## src/rtl/pc_unit.sv

```systemverilog
// pc_unit: fetch PC sequencer with delay-slot redirect buffering, exception entry and return.
module pc_unit (
    input  logic        clk,
    input  logic        reset,
    input  logic        imem_ack,
    input  logic        stall,
    input  logic        br_valid,
    input  logic [1:0]  npc_op,
    input  logic        ben,
    input  logic [31:0] d_pc,
    input  logic [15:0] imm16,
    input  logic [25:0] index26,
    input  logic [31:0] rs_val,
    input  logic        exc_req,
    input  logic        eret,
    input  logic [31:0] epc,
    output logic [31:0] pc,
    output logic        pend,
    output logic        adel
);
    typedef enum logic {IDLE, WAIT_DS} state_t;
    state_t      state;
    logic [31:0] buf_tgt, d_pc4, br_tgt, j_tgt, target;
    logic        redir;
    always_comb begin
        d_pc4  = d_pc + 32'd4;
        br_tgt = d_pc4 + {{14{imm16[15]}}, imm16, 2'b00};
        j_tgt  = {d_pc4[31:28], index26, 2'b00};
        target = npc_op == 2'b00 ? br_tgt : npc_op == 2'b01 ? j_tgt : rs_val;
        redir  = br_valid && !stall &&
                 (npc_op == 2'b01 || npc_op == 2'b10 || (npc_op == 2'b00 && ben));
    end
    // exc_req and eret win over everything except reset and drop any buffered redirect
    always_ff @(posedge clk) begin
        if (!reset) begin
            pc      <= 32'h0000_3000;
            state   <= IDLE;
            pend    <= 1'b0;
            buf_tgt <= '0;
        end else if (exc_req) begin
            pc    <= 32'h0000_4180;
            state <= IDLE;
            pend  <= 1'b0;
        end else if (eret) begin
            pc    <= epc;
            state <= IDLE;
            pend  <= 1'b0;
        end else if (state == WAIT_DS) begin
            if (imem_ack) begin
                pc    <= buf_tgt;
                state <= IDLE;
                pend  <= 1'b0;
            end
        end else if (redir) begin
            if (imem_ack) pc <= target;
            else begin
                buf_tgt <= target;
                state   <= WAIT_DS;
                pend    <= 1'b1;
            end
        end else if (imem_ack) begin
            pc <= pc + 32'd4;
        end
    end
    assign adel = pc[1:0] != 2'b00;
endmodule
```

## config.mk

```make
export PLATFORM = sky130hd
export DESIGN_NAME = pc_unit
export DESIGN_NICKNAME = d
export VERILOG_FILES = /design/src/rtl/pc_unit.sv
export SDC_FILE = /design/constraint.sdc
export NUM_CORES = 1
export LEC_CHECK = 0
export ABC_AREA = 0
export CORE_MARGIN = 3
export CORE_UTILIZATION = 35
export DETAILED_ROUTE_END_ITERATION = 6
export SKIP_CTS_REPAIR_TIMING = 1
export SLEW_MARGIN = 10
export SYNTH_ARGS = -nofsm -noshare
export SYNTH_HDL_FRONTEND = slang
export SYNTH_SLANG_ARGS = --single-unit
```

## constraint.sdc

```tcl
create_clock -name clk -period 6.6 [get_ports clk]
set_input_delay 0.66 -clock clk [delete_from_list [all_inputs] [get_ports clk]]
set_output_delay 0.66 -clock clk [all_outputs]
set_load 0.02 [all_outputs]
```

After elaboration in Yosys (flattened, before gate mapping) --
Cells that the tools add are included.
Word-level totals: register bits 66, bits in latches 0, bits in writable memories 0, ROM bits 0, input bits 148, output and inout bits 34, word-level logic and storage cells 48, memories kept 0
Cells by class: add/sub/neg operators 3, multipliers 0, divide/modulo/power cells 0, $lt $le $gt $ge 0, eq/ne operators 4, shift-type cells 0, muxes and demuxes 16, bitwise gates (word level) 5, reductions and logical operators 15
Operators by type and width (count):
- 32-bit 2-to-1 mux | 8
- 32-bit by 3-bit adder with 32-bit output, second input constant | 2
- 32-bit adder | 1
- 15-bit 2-to-1 mux | 1
- 1-bit 2-to-1 mux | 7
- 2-bit nonzero test | 3
- 1-bit NOT | 5
- 5-bit AND reduction | 1
- 1-bit logical AND | 3
- 3-bit AND reduction | 1
- 3-bit nonzero test | 1
- 3-bit OR reduction | 1
- 2-bit by 1-bit == test with 1-bit output, second input constant | 1
- 2-bit == test, second input constant | 1
- 2-bit zero test | 1
- 1-bit logical OR | 2
- 2-bit by 1-bit inequality test with 1-bit output, second input constant | 1
- 2-bit inequality test, second input constant | 1
- 2-bit OR reduction | 1
- 1-bit zero test | 1

Longest topological paths before layout --
Gate-level depths: netlist of the first run.
depth after elaboration 8, mapped depth 17, depth with buffers taken out 17

Least setup slack after synthesis of the first run --
No wires, ideal clock.
path kind input -> register, start point input port d_pc[2], end point register pc[29], setup time 84 ps, data arrival time 3852 ps, data required time 6516 ps, slack 2664 ps, stages on the path 17, path buffers 0, cell sequence ha_1 -> nand3_1 -> nor2_1 -> and3_1 -> and2_1 -> nand4_1 -> xnor2_1 -> ha_1 -> a21o_1 -> a21o_1 -> a2111oi_0 -> nor3_1 -> a21oi_1 -> o21ai_1 -> xnor2_1 -> mux2_4 -> o31ai_4
Between the ends: cells in the longest elaborated chain, start to end 7, elaborated cells on any way between the ends 8, those cells by class add/sub: 2; mux: 6
RTL lines:
- start: declaration | line 10 | input logic [31:0] d_pc,
- 32-bit by 3-bit adder with 32-bit output * | line 26 | d_pc4 = d_pc + 32'd4;
- 32-bit adder / 32-bit 2-to-1 mux (equally long branches) | line 27, 29
- 32-bit 2-to-1 mux * | line 29 | target = npc_op == 2'b00 ? br_tgt : npc_op == 2'b01 ? j_tgt : rs_val;
- 32-bit 2-to-1 mux * | line 55 | if (imem_ack) pc <= target;
- 32-bit 2-to-1 mux * | line 54 | end else if (redir) begin
- 32-bit 2-to-1 mux * | line 48 | end else if (state == WAIT_DS) begin
- 32-bit 2-to-1 mux * | line 44 | end else if (eret) begin
- end signal: assignment | line 45 | pc <= epc;
- end signal: assignment | line 50 | pc <= buf_tgt;
- end signal: assignment | line 55
- end: declaration | line 17 | output logic [31:0] pc,
Mark *: on every way between the ends. The rest lies on a longest branch, timed or not. The select of a mux whose other input is x is not followed. A chain may end at the register's enable or synchronous reset.

Worst setup path after layout of the first run --
Ends and elaborated chain as after synthesis.

==> metrics.cfg, run 1 <==
[sta]
rsz0062_at_grt=false
drv_slew=0
fin_crit_ps=4640
clock.fmax_ghz=0.215
maxSlewHeadroom_pct=43.9
setup-violations-final=0
worst_pin_slew_ps=841
setup_tns_ps=0
final_hold_viol_count=0
finalCritPeriodShare_pct=70.3
layout_setup_ws_ps=1960
fin_worst_skew_ps=4.69

[finish]
area_growth_pct=36.3
final_cell_mix=clkdlybuf4s50_1, nor2_1, a21oi_1
layout.nets=1208
fillers=1796
final_common_cell=clkdlybuf4s50_1
layout-drive-gt1-share_pct=5.53
antenna_cells=0
multi_input_area_um2=4780
seq_area_um2=1320
design_area_um2=8690

[critical_path]
path_max_fanout=6
endpoint_kind=flip-flop
critPathMaxStageDelay_ps=550
critPathKind=in2reg
cp_top_family=compound AO/OA/AOI/OAI gates
slowest_stage=clkdlybuf4s50_1
startpoint_type=input port
crit_buf_inv=1
crit_chain=clkdlybuf4s50_1 > ha_1 > nand3_1 > nor2_1 > and3_1 > and2_1 > nand4_1 > xnor2_1 > ha_1 > a21o_1 > a21o_1 > a2111oi_0 > nor3_1 > a21oi_1 > o21ai_1 > xnor2_1 > mux2_4 > o31ai_4
crit_arrival_ps=4890
cp.required_ps=6850

[floorplan]
core-area_um2=17500
rows=48
dieArea_um2=19900
start_util_pct=36.4
die_h_um=141
pin_count=182
die_x_um=141

[power_and_ir_drop]
vdd_ir_drop_max_mv=0.123
cell_internal_pwr_w=0.000975
power.density_nw_per_um2=164
switching_power_w=0.000452
p_seq_share_pct=30.1
leakagePower_nw=3.18
p_comb_share_pct=33.6
clockPowerShare_pct=36.2
p_sw_share_pct=31.6

[clocking]
htreeDepth=3
clk_latency_ps=330
root_buffer=clkbuf_16
cts_tree=done
clockBufferDepth=2
cts.sinks=66
clk_pin_slew_ps=60
cts_buffers=9

[logic_synthesis]
synth_ff_type=dfxtp_1
synth.distinct_cells=78
ys_seq_area_share_pct=20.7
synthCells=872
yosysTopAreaCell=dfxtp_1
synth_edf_count=0
synth_area_per_cell_um2=7.31
syn_nets=1055
syn_area_um2=6380
synth_top_area_share_pct=20.7
ys_async_sr_fraction_pct=0
synth_seq_cells=66
synth.area.top_cells=dfxtp_1, a21oi_1, ha_1
yosysWarnings=0

[detailed_routing]
postRouteAntennaNets=0
routed_wirelength_um=22400
num_vias=7019
topRoutingLayerUsed=met4
dr_wl_met3_um=1840
met2_length_um=9080
drtIter0Drc=460
viasPerCell=5.59
wl_met1_um=11200
drc=0
detail_route.wl_per_cell_um=17.9
dr.pass1.iters=5

[global_routing]
grt_pass1_wl_um=35800
grt_max_degree=68
overflow=0
grt_pass1_vias=6685
antenna_found_initial=0
grt_use_total_pct=22.1

[place]
port_buffers=181
gp_congestion=0.895
placed_area_um2=8370
hpwl_um=17200
dp_worst_setup_slack_ps=1610

[outcome]
status=finished clean

[job]
cap_violations=0

[worst_hold_path]
hold_class=reg2reg

## final cells by class
type                       instances  area share [%]
multi-input combinational        734            55.0
timing repair buffer             195            22.1
sequential                        66            15.2
tap                              225            3.24
clock buffer                      11            2.79
clock inverter                     5           0.893
inverter                          19           0.821
## power by group through the flow
| stage | clock, W | combinational, W | sequential, W |
|---|---|---|---|
| 3_5_place_dp | 0 | 0.000475 | 0.000438 |
| 5_1_grt | 0.000542 | 0.000527 | 0.000432 |
| 2_1_floorplan | 0 | 0.000266 | 0.000445 |
| 3_3_place_gp | 0 | 0.000474 | 0.000438 |
| 4_1_cts | 0.000524 | 0.000478 | 0.000429 |
| 6_report | 0.000517 | 0.000480 | 0.000430 |
## state kept, by name, summed over array words and instances, names as in the netlist, named ones only
signal,cells
buf_tgt,32
pc,30
pend,1
state,1
## through the flow
step	cells	util (%)	power (W)	hold WS, ps
6_report	1255	49.6	0.00143	450
5_1_grt	1255	49.6	0.00150	473
4_1_cts	1255	49.6	0.00143	452
2_1_floorplan	872	-	0.000710	432
3_5_place_dp	1239	47.7	0.000913	444
3_3_place_gp	1239	47.7	0.000912	440
## synthesized netlist by cell type (13+ instances only)
library cell / instances
dfxtp_1: 66
nor2_1: 113
xor2_1: 31
nand2_1: 73
nor3_1: 13
nand3_1: 35
o21ai_0: 44
a211oi_1: 28
mux2i_1: 22
ha_1: 34
xnor2_1: 43
clkbuf_1: 43
inv_1: 19
o221ai_1: 15
nand4_1: 21
a21oi_1: 93
## worst paths after layout
check	slack, ps	endpoint	start	depth (start not counted)
min	450	buf_tgt[12]	buf_tgt[12]	2
min reg2reg	450	buf_tgt[12]	buf_tgt[12]	2
max reg2reg	3950	pc[30]	pc[2]	9
max	1960	pc[29]	d_pc[2]	18
## routing by layer
layer  vias up  track usage (%)
met5         -                0
met4         0             4.59
met3        19             3.26
met2       280             33.2
met1      3191             33.4
li1       3529                -
## cell families after synthesis
family          count (synthesis)  share of synthesized area (%)
simple gates                  309                           23.4
compound gates                292                           30.3
xor+xnor                       75                           10.4
buf+inv                        72                           4.47
flops                          66                           20.7
fa+ha+maj                      35                           6.99
mux                            23                           3.69
## worst reg2reg max path, delay by kind of cell, from the launching register on
kind / cells / cell delay, ps
AND/OR/NAND/NOR: 5 / 1320
flip-flops: 1 / 440
AO/OA/AOI/OAI: 2 / 420
adder cells (fa/ha/maj): 1 / 220
XOR/XNOR: 1 / 150
(Power assumes the default switching activity.)
==> run 2: changes to the inputs <==
==> constraint.sdc (replaced) <==
create_clock -name clk -period 4.2 [get_ports clk]
set_input_delay 0.42 -clock clk [delete_from_list [all_inputs] [get_ports clk]]
set_output_delay 0.42 -clock clk [all_outputs]
set_load 0.02 [all_outputs]
==> run 2 against run 1 <==
Compared with the run above: setup slack worse by 1700 ps; global-route usage is 0.35 points higher; clock-buffer cell count stayed put; cell area is 3.4% higher; sequential power is 57% higher; clock power is 34% higher; flip-flop and latch count stayed put; via count is 2.3% higher; final cell count is 3.7% higher; critical path type unchanged; critical endpoint unchanged; largest cell class unchanged; highest routed layer unchanged.
==> metrics.cfg, run 2 (synthesis gave the netlist of run 1 again) <==
[outcome]
status=finished clean

[floorplan]
die_x_um=141  ; unchanged
dieArea_um2=19900  ; unchanged
pin_count=182  ; unchanged
start_util_pct=36.4  ; unchanged
core-area_um2=17500  ; unchanged
die_h_um=141  ; unchanged
rows=48  ; unchanged

[sta]
fin_worst_skew_ps=5.73  ; +1.03 ps
worst_pin_slew_ps=779  ; -62.2 ps
layout_setup_ws_ps=304  ; -1650 ps
final_hold_viol_count=0  ; unchanged
drv_slew=0  ; unchanged
clock.fmax_ghz=0.257
rsz0062_at_grt=false
setup_tns_ps=0  ; unchanged
finalCritPeriodShare_pct=92.8
setup-violations-final=0  ; unchanged
maxSlewHeadroom_pct=48.1  ; +4.1 points
fin_crit_ps=3900

[clocking]
clk_latency_ps=340  ; about the same
clk_pin_slew_ps=50  ; about the same
cts_buffers=9  ; unchanged
root_buffer=clkbuf_16
htreeDepth=3  ; unchanged
cts.sinks=66  ; unchanged
clockBufferDepth=2  ; unchanged
cts_tree=done

[worst_hold_path]
hold_class=reg2reg

[global_routing]
overflow=0  ; unchanged
grt_pass1_vias=6755  ; +1.0%
grt_max_degree=68  ; unchanged
grt_use_total_pct=22.4  ; +0.35 points
antenna_found_initial=0  ; unchanged
grt_pass1_wl_um=36300  ; +1.4%

[critical_path]
path_max_fanout=3  ; -3
path_depth=18  ; unchanged
critPathKind=in2reg
endpoint_kind=flip-flop
r2r_cells=9  ; unchanged
startpoint_type=input port
cp.required_ps=4460  ; -2390 ps
crit_chain=clkdlybuf4s50_1 > ha_1 > nand3_1 > nor2_1 > and3_1 > and2_1 > nand4_1 > xnor2_1 > ha_1 > a21o_1 > a21o_1 > a2111oi_0 > nor3_1 > a21oi_2 > o21ai_1 > xnor2_1 > mux2_4 > o31ai_4
slowest_stage=clkdlybuf4s50_1
r2r-end=pc[30]
reg2reg_setup_slack_ps=1520  ; -2430 ps
crit_arrival_ps=4150  ; -740 ps
crit_buf_inv=1  ; unchanged
setup.worst_path.start=d_pc[2]
worstSetupEndpoint=pc[29]
critPathMaxStageDelay_ps=510  ; -40 ps
cp_top_family=compound AO/OA/AOI/OAI gates
r2r_start=pc[2]

[finish]
post-route-util_pct=51.2  ; +1.7 points
max_flop_register=buf_tgt
layout-drive-gt1-share_pct=9.58  ; +4.0 points
area_growth_pct=41.0
final_cell_mix=clkdlybuf4s50_1, nor2_1, a21oi_1
layout.cells.non_filler=1301  ; +3.7%
reg_top3=buf_tgt (32), pc (30)
fillers=1804  ; +0.45%
final_common_cell=clkdlybuf4s50_1
layout.nets=1253  ; +3.7%
largest_register_ffs=32  ; unchanged

[detailed_routing]
drc=0  ; unchanged
drtIter0Drc=645  ; +40%
postRouteAntennaNets=0  ; unchanged
routed_wirelength_um=22800  ; +1.7%
dr.pass1.iters=6  ; +1
detail_route.wl_per_cell_um=17.5  ; -1.9%
num_vias=7183  ; +2.3%
viasPerCell=5.52  ; -1.3%

[power_and_ir_drop]
power.density_nw_per_um2=241  ; +47%
leakagePower_nw=3.38  ; +6.2%
p_total_w=0.00217  ; +52%
vdd_ir_drop_max_mv=0.233  ; +90%

[place]
hpwl_um=18100  ; +4.8%
gp_congestion=0.873  ; -2.5%
port_buffers=181  ; unchanged
dp_worst_setup_slack_ps=-66.3  ; -1680 ps
place_inst=1284  ; +3.6%

[job]
cap_violations=0  ; unchanged

## run 2: worst reg2reg max path, stage by stage, from the launching register on
cell      delay [ps]
dfxtp_1          440
ha_1             220
nand3_1          150
nor2_1           380
nand4_1          230
nor2_1           350
nand4_1          170
xnor2_1          170
a221oi_1         340
o22ai_2          110
## run 2: power breakdown
group	total, W	internal [W]	switching [W]
logic	0.000798	0.000387	0.000411
clock network	0.000692	0.000412	0.000280
registers	0.000676	0.000647	0.0000291
total	0.00217	0.00145	0.000720
## run 2: layout make-up
type	count	area [um^2]	share of cell area (%)
Clock buffer	11	243	2.70
Tap cell	225	282	3.13
Inverter	19	71.3	0.794
Clock inverter	5	30.0	0.334
Timing Repair Buffer	240	2250	25.1
Antenna cell	1	2.50	0.0278
Sequential cell	66	1320	14.7
Multi-Input combinational cell	734	4780	53.2
## run 2: worst min path at each step
stage | cells past startpoint | slack, ps | endpoint | from
after detailed placement | 2 | 450 | buf_tgt[12] | buf_tgt[12]
after CTS | 2 | 450 | buf_tgt[12] | buf_tgt[12]
after global routing | 2 | 480 | buf_tgt[18] | buf_tgt[18]
final | 2 | 450 | buf_tgt[12] | buf_tgt[12]
after floorplan | 2 | 430 | buf_tgt[12] | buf_tgt[12]
after global placement | 2 | 440 | buf_tgt[12] | buf_tgt[12]
## run 2: metal layers
layer	vias up	GRT usage [%]	wire length (um)
li1	3627	-	-
met2	294	34.2	9610
met5	-	0	0
met1	3242	33.4	11300
met3	20	2.75	1630
met4	0	5.97	298
## run 2: per-stage QoR
stage                     cell area [um^2]  hold WS, ps
final                                 8990          455
after global routing                  8980          483
after CTS                             8980          455
after detailed placement              8710          448
after global placement                8710          439
after floorplan                       6380          432
==> run 3: changes to the inputs <==
--- a/config.mk
+++ b/config.mk
@@ -6,7 +6,6 @@
 export NUM_CORES = 1
 export LEC_CHECK = 0
 export ABC_AREA = 0
-export CORE_MARGIN = 3
 export CORE_UTILIZATION = 35
 export DETAILED_ROUTE_END_ITERATION = 6
 export SKIP_CTS_REPAIR_TIMING = 1
==> run 3 against run 2 <==
Compared with the run above: fmax grew 1.2%; register-to-register slack gained 50 ps; largest cell class unchanged; non-clock buffer count shrank 6; highest routed layer unchanged; sequential share of layout area is essentially flat; critical endpoint unchanged; via count grew 0.24%.
==> metrics.cfg, run 3 (synthesis gave the netlist of run 1 again) <==
[worst_hold_path]
hold_class=reg2reg
min_path_cells=2  ; unchanged
min_delay_worst_endpoint=buf_tgt[24]
min_from=buf_tgt[24]

[clocking]
cts_buffers=9  ; unchanged
cts_tree=done
clk_latency_ps=330  ; about the same
clockBufferDepth=2  ; unchanged
root_buffer=clkbuf_16
cts.sinks=66  ; unchanged
clk_pin_slew_ps=60  ; about the same
htreeDepth=3  ; unchanged

[global_routing]
antenna_found_initial=0  ; unchanged
grt_use_total_pct=23.7  ; +1.3 points
grt_max_degree=68  ; unchanged
grt_pass1_wl_um=34900  ; -3.7%
grt_pass1_vias=6594  ; -2.4%
overflow=0  ; unchanged

[floorplan]
die_h_um=137  ; -2.8%
core-area_um2=17500  ; unchanged
pin_count=182  ; unchanged
dieArea_um2=18800  ; -5.6%
start_util_pct=36.4  ; unchanged
die_x_um=137  ; -2.8%
rows=48  ; unchanged

[sta]
fin_crit_ps=3850  ; -46.1 ps
final_hold_viol_count=0  ; unchanged
rsz0062_at_grt=false
fin_worst_skew_ps=7.61  ; +1.89 ps
clock.fmax_ghz=0.260  ; +1.2%
worst_hold_slack_ps=458  ; +3.38 ps
setup-violations-final=0  ; unchanged
maxSlewHeadroom_pct=45.8  ; -2.3 points
worst_pin_slew_ps=813  ; +34.1 ps
setup_tns_ps=0  ; unchanged
drv_slew=0  ; unchanged
finalCritPeriodShare_pct=91.7  ; -1.1 points

[place]
hpwl_um=17200  ; -4.9%
port_buffers=181  ; unchanged
gp_congestion=0.887  ; +1.6%

[finish]
post-route-util_pct=51.1  ; -0.10 points
multi_input_area_um2=4780  ; about the same
final_common_cell=clkdlybuf4s50_1
layout.nets=1247  ; -0.48%
reg_top3=buf_tgt (32), pc (30)
max_flop_register=buf_tgt
fillers=1743  ; -3.4%
antenna_cells=0  ; -1
final_cell_mix=clkdlybuf4s50_1, nor2_1, a21oi_1
seq_area_um2=1320  ; unchanged
largest_register_ffs=32  ; unchanged
layout-drive-gt1-share_pct=8.98  ; -0.60 points
area_growth_pct=40.7

[detailed_routing]
viasPerCell=5.56  ; +0.78%
routed_wirelength_um=22000  ; -3.4%
postRouteAntennaNets=0  ; unchanged
detail_route.wl_per_cell_um=17.0  ; -2.8%
dr.pass1.iters=5  ; -1
num_vias=7200  ; +0.24%
drc=0  ; unchanged
drtIter0Drc=560  ; -13%

[critical_path]
path_max_fanout=3  ; unchanged
critPathMaxStageDelay_ps=480  ; -30 ps
endpoint_kind=flip-flop
reg2reg_setup_slack_ps=1570  ; +50 ps
cp_top_family=compound AO/OA/AOI/OAI gates
r2r-end=pc[30]
startpoint_type=input port
r2r_cells=9  ; unchanged
r2r_start=pc[2]
cp.required_ps=4460  ; about the same
critPathKind=in2reg
crit_arrival_ps=4110  ; -40 ps
slowest_stage=clkdlybuf4s50_1
crit_buf_inv=1  ; unchanged
path_depth=18  ; unchanged
crit_chain=clkdlybuf4s50_1 > ha_1 > nand3_1 > nor2_1 > and3_1 > and2_1 > nand4_1 > xnor2_1 > ha_1 > a21o_1 > a21o_1 > a2111oi_0 > nor3_1 > a21oi_1 > o21ai_1 > xnor2_1 > mux2_4 > o31ai_4

[power_and_ir_drop]
vdd_ir_drop_max_mv=0.197  ; -16%
clockPowerShare_pct=34.5  ; +2.5 points
p_comb_share_pct=35.2  ; -1.6 points
power.density_nw_per_um2=249  ; +3.1%
leakagePower_nw=3.36  ; -0.43%
p_total_w=0.00223  ; +2.9%
cell_internal_pwr_w=0.00152  ; +4.8%
p_seq_share_pct=30.3  ; -0.9 points
switching_power_w=0.000714  ; -0.92%
p_sw_share_pct=32.0  ; -1.2 points

[job]
cap_violations=0  ; unchanged

[outcome]
status=finished clean

-- run 3: stage by stage --
step	instances	worst slack [ps]	instance area, um^2
floorplan	872	504	6380
global placement	1278	64.0	8660
detailed placement	1278	-20.4	8660
CTS	1294	317	8970
global route	1294	27.4	8970
finish	1294	350	8970
-- run 3: how the worst max path moves through the flow --
stage	from	slack, ps	endpoint
finish	d_pc[2]	350	pc[29]
global route	d_pc[2]	30	pc[29]
CTS	d_pc[2]	320	pc[29]
global placement	d_pc[2]	60	pc[29]
detailed placement	d_pc[2]	-20	pc[29]
floorplan	d_pc[2]	500	pc[29]
-- run 3: tightest hold or removal path: cells and delay by family (launching register included) --
| family | cells | cell delay [ps] |
|---|---|---|
| flip-flops | 1 | 310 |
| AND/OR/NAND/NOR | 1 | 50 |
| AO/OA/AOI/OAI | 1 | 50 |
-- run 3: metal layers --
layer  GRT usage [%]  share of wire [%]
met5               0                  0
met4            5.37                1.0
met3            2.89                7.1
met2            36.6                 42
met1            34.8                 50
-- run 3: power by group through the flow --
| stage | logic, W | clock network, W | registers, W |
|---|---|---|---|
| 3_5_place_dp | 0.000776 | 0 | 0.000688 |
| 5_1_grt | 0.000858 | 0.000802 | 0.000678 |
| 2_1_floorplan | 0.000417 | 0 | 0.000699 |
| 4_1_cts | 0.000779 | 0.000778 | 0.000674 |
| 3_3_place_gp | 0.000774 | 0 | 0.000688 |
| 6_report | 0.000784 | 0.000770 | 0.000675 |
-- run 3: layout make-up --
| cell class | instances | share of cell area [%] |
|---|---|---|
| multi-input cells | 734 | 53.3 |
| repair buffers | 234 | 24.6 |
| flip-flops and latches | 66 | 14.7 |
| well taps | 225 | 3.14 |
| clock buffers | 12 | 2.86 |
| inverters | 19 | 0.795 |
| clock inverters | 4 | 0.558 |
